`src/rtl/descriptor_sequencer.sv`:
```
// descriptor_sequencer: time-shares one 8-bin histogram across the subregions of a keypoint window
// and streams the captured bins out as a serial descriptor.
module descriptor_sequencer #(
  parameter int dataW    = 8,
  parameter int SUB_N    = 16,
  parameter int NSUB     = 16,
  parameter int HIST_LAT = 1
) (
  input  logic               clk,
  input  logic               rst_n,
  input  logic               start,
  input  logic               pix_valid,
  output logic               pix_ready,
  input  logic [2:0]         pix_bin,
  input  logic [dataW-1:0]   pix_mag,
  output logic               hist_en,
  output logic               hist_clr,
  output logic [2:0]         hist_bin,
  output logic [dataW-1:0]   hist_mag,
  input  logic [8*dataW-1:0] hist_in,
  output logic               desc_valid,
  input  logic               desc_ready,
  output logic [dataW-1:0]   desc_data,
  output logic [6:0]         desc_idx,
  output logic               desc_last,
  output logic               busy,
  output logic               done
);
  localparam int CW = $clog2(SUB_N + 1);
  typedef enum logic [2:0] {IDLE, CLEAR, ACCUM, DRAIN, EMIT, DONE} state_t;
  state_t             state_q, state_d;
  logic [CW-1:0]      cnt_q, cnt_d;
  logic [3:0]         sub_q, sub_d;
  logic [1:0]         wt_q, wt_d;
  logic [2:0]         bin_q, bin_d;
  logic [8*dataW-1:0] shadow_q, shadow_d;
  assign hist_bin = pix_bin;
  assign hist_mag = pix_mag;
  always_ff @(posedge clk or negedge rst_n) begin
    if (!rst_n) begin
      state_q  <= IDLE;
      cnt_q    <= '0;
      sub_q    <= '0;
      wt_q     <= '0;
      bin_q    <= '0;
      shadow_q <= '0;
    end else begin
      state_q  <= state_d;
      cnt_q    <= cnt_d;
      sub_q    <= sub_d;
      wt_q     <= wt_d;
      bin_q    <= bin_d;
      shadow_q <= shadow_d;
    end
  end
  always_comb begin
    state_d    = state_q;
    cnt_d      = cnt_q;
    sub_d      = sub_q;
    wt_d       = wt_q;
    bin_d      = bin_q;
    shadow_d   = shadow_q;
    pix_ready  = state_q == ACCUM;
    hist_en    = pix_ready && pix_valid;
    hist_clr   = state_q == CLEAR;
    desc_valid = state_q == EMIT;
    busy       = state_q != IDLE;
    done       = state_q == DONE;
    desc_data  = shadow_q[int'(bin_q)*dataW +: dataW];
    desc_idx   = {sub_q, bin_q};
    desc_last  = desc_valid && sub_q == 4'(NSUB - 1) && bin_q == 3'd7;
    case (state_q)
      IDLE: begin
        state_d = start ? CLEAR : IDLE;
        sub_d   = start ? '0 : sub_q;
      end
      CLEAR: begin
        state_d = ACCUM;
        cnt_d   = '0;
      end
      ACCUM: if (hist_en) begin
        cnt_d = cnt_q + 1'b1;
        if (cnt_q == CW'(SUB_N - 1)) begin
          state_d = DRAIN;
          wt_d    = '0;
        end
      end
      // hist_in only reflects the final sample HIST_LAT cycles after it was accepted
      DRAIN: begin
        wt_d = wt_q + 1'b1;
        if (wt_q == 2'(HIST_LAT - 1)) begin
          shadow_d = hist_in;
          state_d  = EMIT;
          bin_d    = '0;
        end
      end
      EMIT: if (desc_ready) begin
        bin_d = bin_q + 1'b1;
        if (bin_q == 3'd7) begin
          state_d = sub_q == 4'(NSUB - 1) ? DONE : CLEAR;
          sub_d   = sub_q == 4'(NSUB - 1) ? sub_q : sub_q + 1'b1;
        end
      end
      DONE:    state_d = IDLE;
      default: state_d = IDLE;
    endcase
  end
endmodule

```
`config.mk`:
```
export PLATFORM = sky130hd
export DESIGN_NAME = descriptor_sequencer
export DESIGN_NICKNAME = d
export VERILOG_FILES = /design/src/rtl/descriptor_sequencer.sv
export SDC_FILE = /design/constraint.sdc
export NUM_CORES = 1
export LEC_CHECK = 0
export BUFFER_PORTS_ARGS = -buffer_cell sky130_fd_sc_hd__buf_4
export CORE_MARGIN = 1.5
export CORE_UTILIZATION = 40
export DETAILED_ROUTE_END_ITERATION = 6
export SETUP_SLACK_MARGIN = 0.02
export SLEW_MARGIN = 20
export SYNTH_ARGS = -nofsm -noshare
export SYNTH_HDL_FRONTEND = slang
export SYNTH_SLANG_ARGS = --single-unit
```
`constraint.sdc`:
```
create_clock -name clk -period 3.8 [get_ports clk]
set_clock_uncertainty 0.2 [all_clocks]
set_input_delay 0.76 -clock clk [delete_from_list [all_inputs] [get_ports clk]]
set_output_delay 0.76 -clock clk [all_outputs]
set_load 0.02 [all_outputs]
```
# == Yosys cells after proc, flatten, opt, wreduce, memory -nomap -nowiden ==
# Index checks and enable logic that the tools add are counted.
# word_totals
regBits,81
output_inout_bits,33
input_bits,80
word_cells,63
# classes
eq_ne,15
mux,21
add_sub_neg,4
reduce_logical,16
shift,1
# ops
op,count
64-bit by 7-bit indexed part select with 8-bit output,1
3-bit 2-to-1 mux,8
4-bit 2-to-1 mux,4
3-bit one-hot mux with 5 select lines,1
5-bit one-hot mux with 2 select lines,1
5-bit AND reduction,2
3-bit == test (second input constant),3
2-bit by 1-bit != test with 1-bit output (second input constant),4
4-bit one-hot mux with 2 select lines,1
2-bit nonzero test,4
3-bit by 2-bit == test with 1-bit output (second input constant),2
2-bit != test (second input constant),3
3-bit one-hot mux with 2 select lines,1
3-bit AND reduction,2
5-bit by 1-bit adder with 5-bit output (second input constant),1
5-bit by 4-bit == test with 1-bit output (second input constant),1
5-bit 2-to-1 mux,1
4-bit by 1-bit adder with 4-bit output (second input constant),1
4-bit == test (second input constant),1
2-bit 2-to-1 mux,2
2-bit one-hot mux with 2 select lines,1
2-bit AND reduction,2
3-bit by 1-bit adder with 3-bit output (second input constant),1
3-bit by 1-bit == test with 1-bit output (second input constant),1
other kinds (6),8

# == Depth between registers and ports, before layout ==
# depth
word_depth,5
ltp_mapped,7
depth_no_buf,6

# == Worst setup path after synthesis ==
# Ideal clock, no wire load.
# synth_timing
path_kind,register to output
startpoint,register bin_q[0]
endpoint,output desc_data[0]
t_arrival_ns,1.571
slack_ns,1.269
n_path_buf,2
required_time_ns,2.840
stages_incl_launch_ff,5
cell_sequence,dfrtp_1 -> buf_6 -> buf_12 -> mux4_2 -> mux2_4
# synth_between
elab_chain_len,1
# synth_rtl
element,line,rtl
start: declaration,35,"logic [2:0] bin_q, bin_d;"
start signal: assignment,52,bin_q <= bin_d;
64-bit by 7-bit indexed part select with 8-bit output,69,desc_data = shadow_q[int'(bin_q)*dataW +: dataW];
end: declaration,23,"output logic [dataW-1:0] desc_data,"
# No other way between the ends.

# == Worst setup path in the final report ==
# layout_timing
startpoint,register bin_q[0]
endpoint,output desc_data[1]
# Same word-level chain as after synthesis.

==> parameters.txt <==
Parameter                              Value

Synth
  Ys Warns    0
  Seq/Total Area, Yosys    50.5%
  Netlist cell types    42
  Syn nets    370
  Synthesis-stage register bit count    81
  Proportion of register bits with asynchronous set or reset after synthesis    100%
  Share of the synthesized area in the top cell type    between 50% and 60%
  Synthesized netlist cell count    ~280
  Post-Syn Area    4010 sq um
  Leading post-synthesis cells by cell area    dfrtp_1 50%, mux2_2 16%, mux4_1 5.2%
  Most frequently used flop master after synthesis    dfrtp_1
  EDFF count, synth    0
  Largest area contributor in the netlist    dfrtp_1
  Average cell area after synthesis    14.1 sq um

Cells and area
  Layout Utilization    50.0%
  Fraction of final layout cells sized beyond drive strength 1    50.4%
  Commonest non-fill, non-tap cell in the layout    buf_4
  Leading cell types in the layout, fill and taps excluded    92 x buf_4, 81 x dfrtp_1, 58 x mux2_2
  Antenna fix cells    0
  Total of fill cells in the finished design    between 800 and 900
  Post-layout net count    446
  Final standard cell count with taps included and fillers excluded    498
  Synthesis-to-finish area growth    21.7%
  Footprint of the multi-input gates    1770 sq um
  FF/Latch Area    2030 sq um

Critical path
  Worst EP arrival    2.31 ns
  CP Capture Type    primary output
  Most numerous cell on the critical path    buf_4
  FF-to-FF setup slack    1.54 ns
  Start point of the critical path    bin_q[0]$_DFFE_PN0P_
  Ordered list of cells on the worst path    buf_4 -> mux4_1 -> mux2_4 -> buf_4
  Element type at the critical path start    flip-flop
  Peak per-stage delay on the critical path    0.62 ns
  Data required time at the worst endpoint    2.84 ns
  Cell with the largest stage delay on the worst path    dfrtp_1
  Critical path type    flip-flop to primary output
  Critical path peak fanout    13
  Crit path capture    desc_data[1]
  Reg-to-reg startpoint    state_q[0]$_DFFE_PN0P_
  Endpoint of the worst-slack reg-to-reg timing path    shadow_q[58]$_DFFE_PN0P_
  Worst reg2reg path depth    3

Detailed routing
  Routed vias/inst    5.13
  WL final    8200 microns
  Violation count after the first detailed-routing iteration    105
  DR vias    2554
  Total DRC errors in the routed layout    0
  Average wire per standard cell    16.5 microns
  TritonRoute pass-1 iters    4
  Number of antenna-violating nets in the routed design    0

Timing
  Setup tns final    0 ns
  Tightest slew margin relative to the limit    43.7%
  Slew at the pin with the worst max-slew slack    0.845 ns
  Final Max Slew Viols    0
  Period utilisation layout    between 80% and 90%
  Final hold violation count    0
  Unrepaired setup endpoints after global routing    no
  Min Tclk post-route    3.27 ns
  Max frequency    306 MHz
  Count of endpoints failing setup in the final report    0

Clocking
  Post-CTS setup repair buffer count    0
  Root buffer cell    clkbuf_8
  Number of buffers created by CTS    9
  Clock latency of the later-clocked register in the worst-skew pair    between 0.3 and 0.4 ns
  Quantity of gates resized following cts    0
  CTS tree    yes
  CTS H-Tree Depth    3
  Register clock-pin slew on the reported worst setup and hold paths    0.09 ns
  # hold bufs at CTS    0
  Total number of clock tree sinks    81
  Bufs on Longest Clock Path    2

Floorplan
  Num ports    approximately 110
  Die X    between 100 and 150 microns
  Cell Rows    36
  Vertical die dimension    103 microns
  Die area    10600 sq um
  Initial core utilization    41.1%
  Area of the core    9770 sq um

Global routing
  Number of global-route vias before repair    ~2500
  Maximum number of pins on one net before global-route repair    a little over 80
  Initial antenna violation count    0
  Overflow left after global routing    0
  Overall global routing resource usage    16.2%
  Wire length of the first global-routing pass    about 13000 microns

Place
  IO buf count    90
  Total half-perimeter wirelength after legalization and detailed placement    5840 microns
  Total placed cells including tap cells    roughly 480
  RePlAce Congestion    0.742

Flow run
  Number of max-cap violations    0

Min path
  Type of the most critical hold path    input pin to async pin

Power
  Pwr/cell area    780 nW/um^2
  Maximum resistive drop on vdd    0.000302 V
  Static Leak    2.19 nW
  Power after layout    approximately 3.8 mW

Status
  Result of the run    completed
## power breakdown
part / leakage, nW / switching (mW) / total (mW) / internal (mW)
registers: 0.970 / 0.354 / 1.63 / 1.27
logic: 1.13 / 0.611 / 1.59 / 0.981
clock network: 0.0870 / 0.328 / 0.592 / 0.263
## per-stage QoR
| stage | setup slack (ns) | cell area [sq um] | hold WS [ns] |
|---|---|---|---|
| after floorplan | 1.27 | 4010 | 0.251 |
| after global placement | 0.936 | 4690 | 0.278 |
| after detailed placement | 0.856 | 4690 | 0.274 |
| after CTS | 0.478 | 4880 | 0.293 |
| after global routing | 0.394 | 4890 | 0.318 |
| final | 0.534 | 4890 | 0.245 |
## worst max-delay path, delay by kind of cell, from the launching register on
kind | cells | cell delay [ns]
mux | 2 | 0.87
flops | 1 | 0.62
buf+inv | 2 | 0.48
## final cells by class
class                           count  area share [%]
Clock buffer                       10            2.82
Clock inverter                      6            1.05
Inverter                            9           0.691
Multi-Input combinational cell    166            36.2
Sequential cell                    81            41.5
Tap cell                          133            3.41
Timing Repair Buffer               93            14.4
## state kept, by name (all words and copies together), names as in the netlist
| signal | flops |
|---|---|
| wt_q | 2 |
| shadow_q | 64 |
| cnt_q | 5 |
| bin_q | 3 |
| state_q | 3 |
| sub_q | 4 |
## logic make-up (layout without fill, tap and decap cells)
group	Yosys count	after routing	synth area share, %
multiplexers	91	91	31.5
flip-flops	81	81	50.5
AND/OR/NAND/NOR	39	39	5.74
buffers and inverters	37	118	5.46
AO/OA/AOI/OAI	30	30	4.96
adder cells (fa/ha/maj)	6	6	1.87
## Yosys cell counts (4+ instances only)
cell type,number
mux2_2,58
nand3_1,5
mux4_1,8
o21ai_0,7
a21oi_1,5
mux2_4,8
mux2_1,8
buf_2,9
mux4_2,8
nand2_1,5
buf_4,12
ha_1,6
inv_1,9
and3_1,6
dfrtp_1,81
o22ai_1,4
## per-layer routing
| metal | GRT usage (%) | routed length, microns | share of wire, % | vias to the layer above |
|---|---|---|---|---|
| met4 | 5.09 | 83 | 1.0 | 0 |
| li1 | - | - | - | 1202 |
| met2 | 22.8 | 3580 | 44 | 64 |
| met3 | 2.22 | 325 | 4.0 | 6 |
| met5 | 0 | 0 | 0 | - |
| met1 | 25.7 | 4210 | 51 | 1282 |
## how the worst min path moves through the flow
stage	slack, ns	endpoint	cells after the start	from
global route	0.32	shadow_q[32]$_DFFE_PN0P_	1	rst_n
finish	0.25	shadow_q[32]$_DFFE_PN0P_	1	rst_n
global placement	0.28	wt_q[0]$_DFFE_PN0P_	1	wt_q[0]$_DFFE_PN0P_
CTS	0.29	shadow_q[4]$_DFFE_PN0P_	1	shadow_q[4]$_DFFE_PN0P_
detailed placement	0.27	shadow_q[4]$_DFFE_PN0P_	1	shadow_q[4]$_DFFE_PN0P_
floorplan	0.25	wt_q[0]$_DFFE_PN0P_	1	wt_q[0]$_DFFE_PN0P_
No activity file was read; power rests on OpenSTA's default activity.
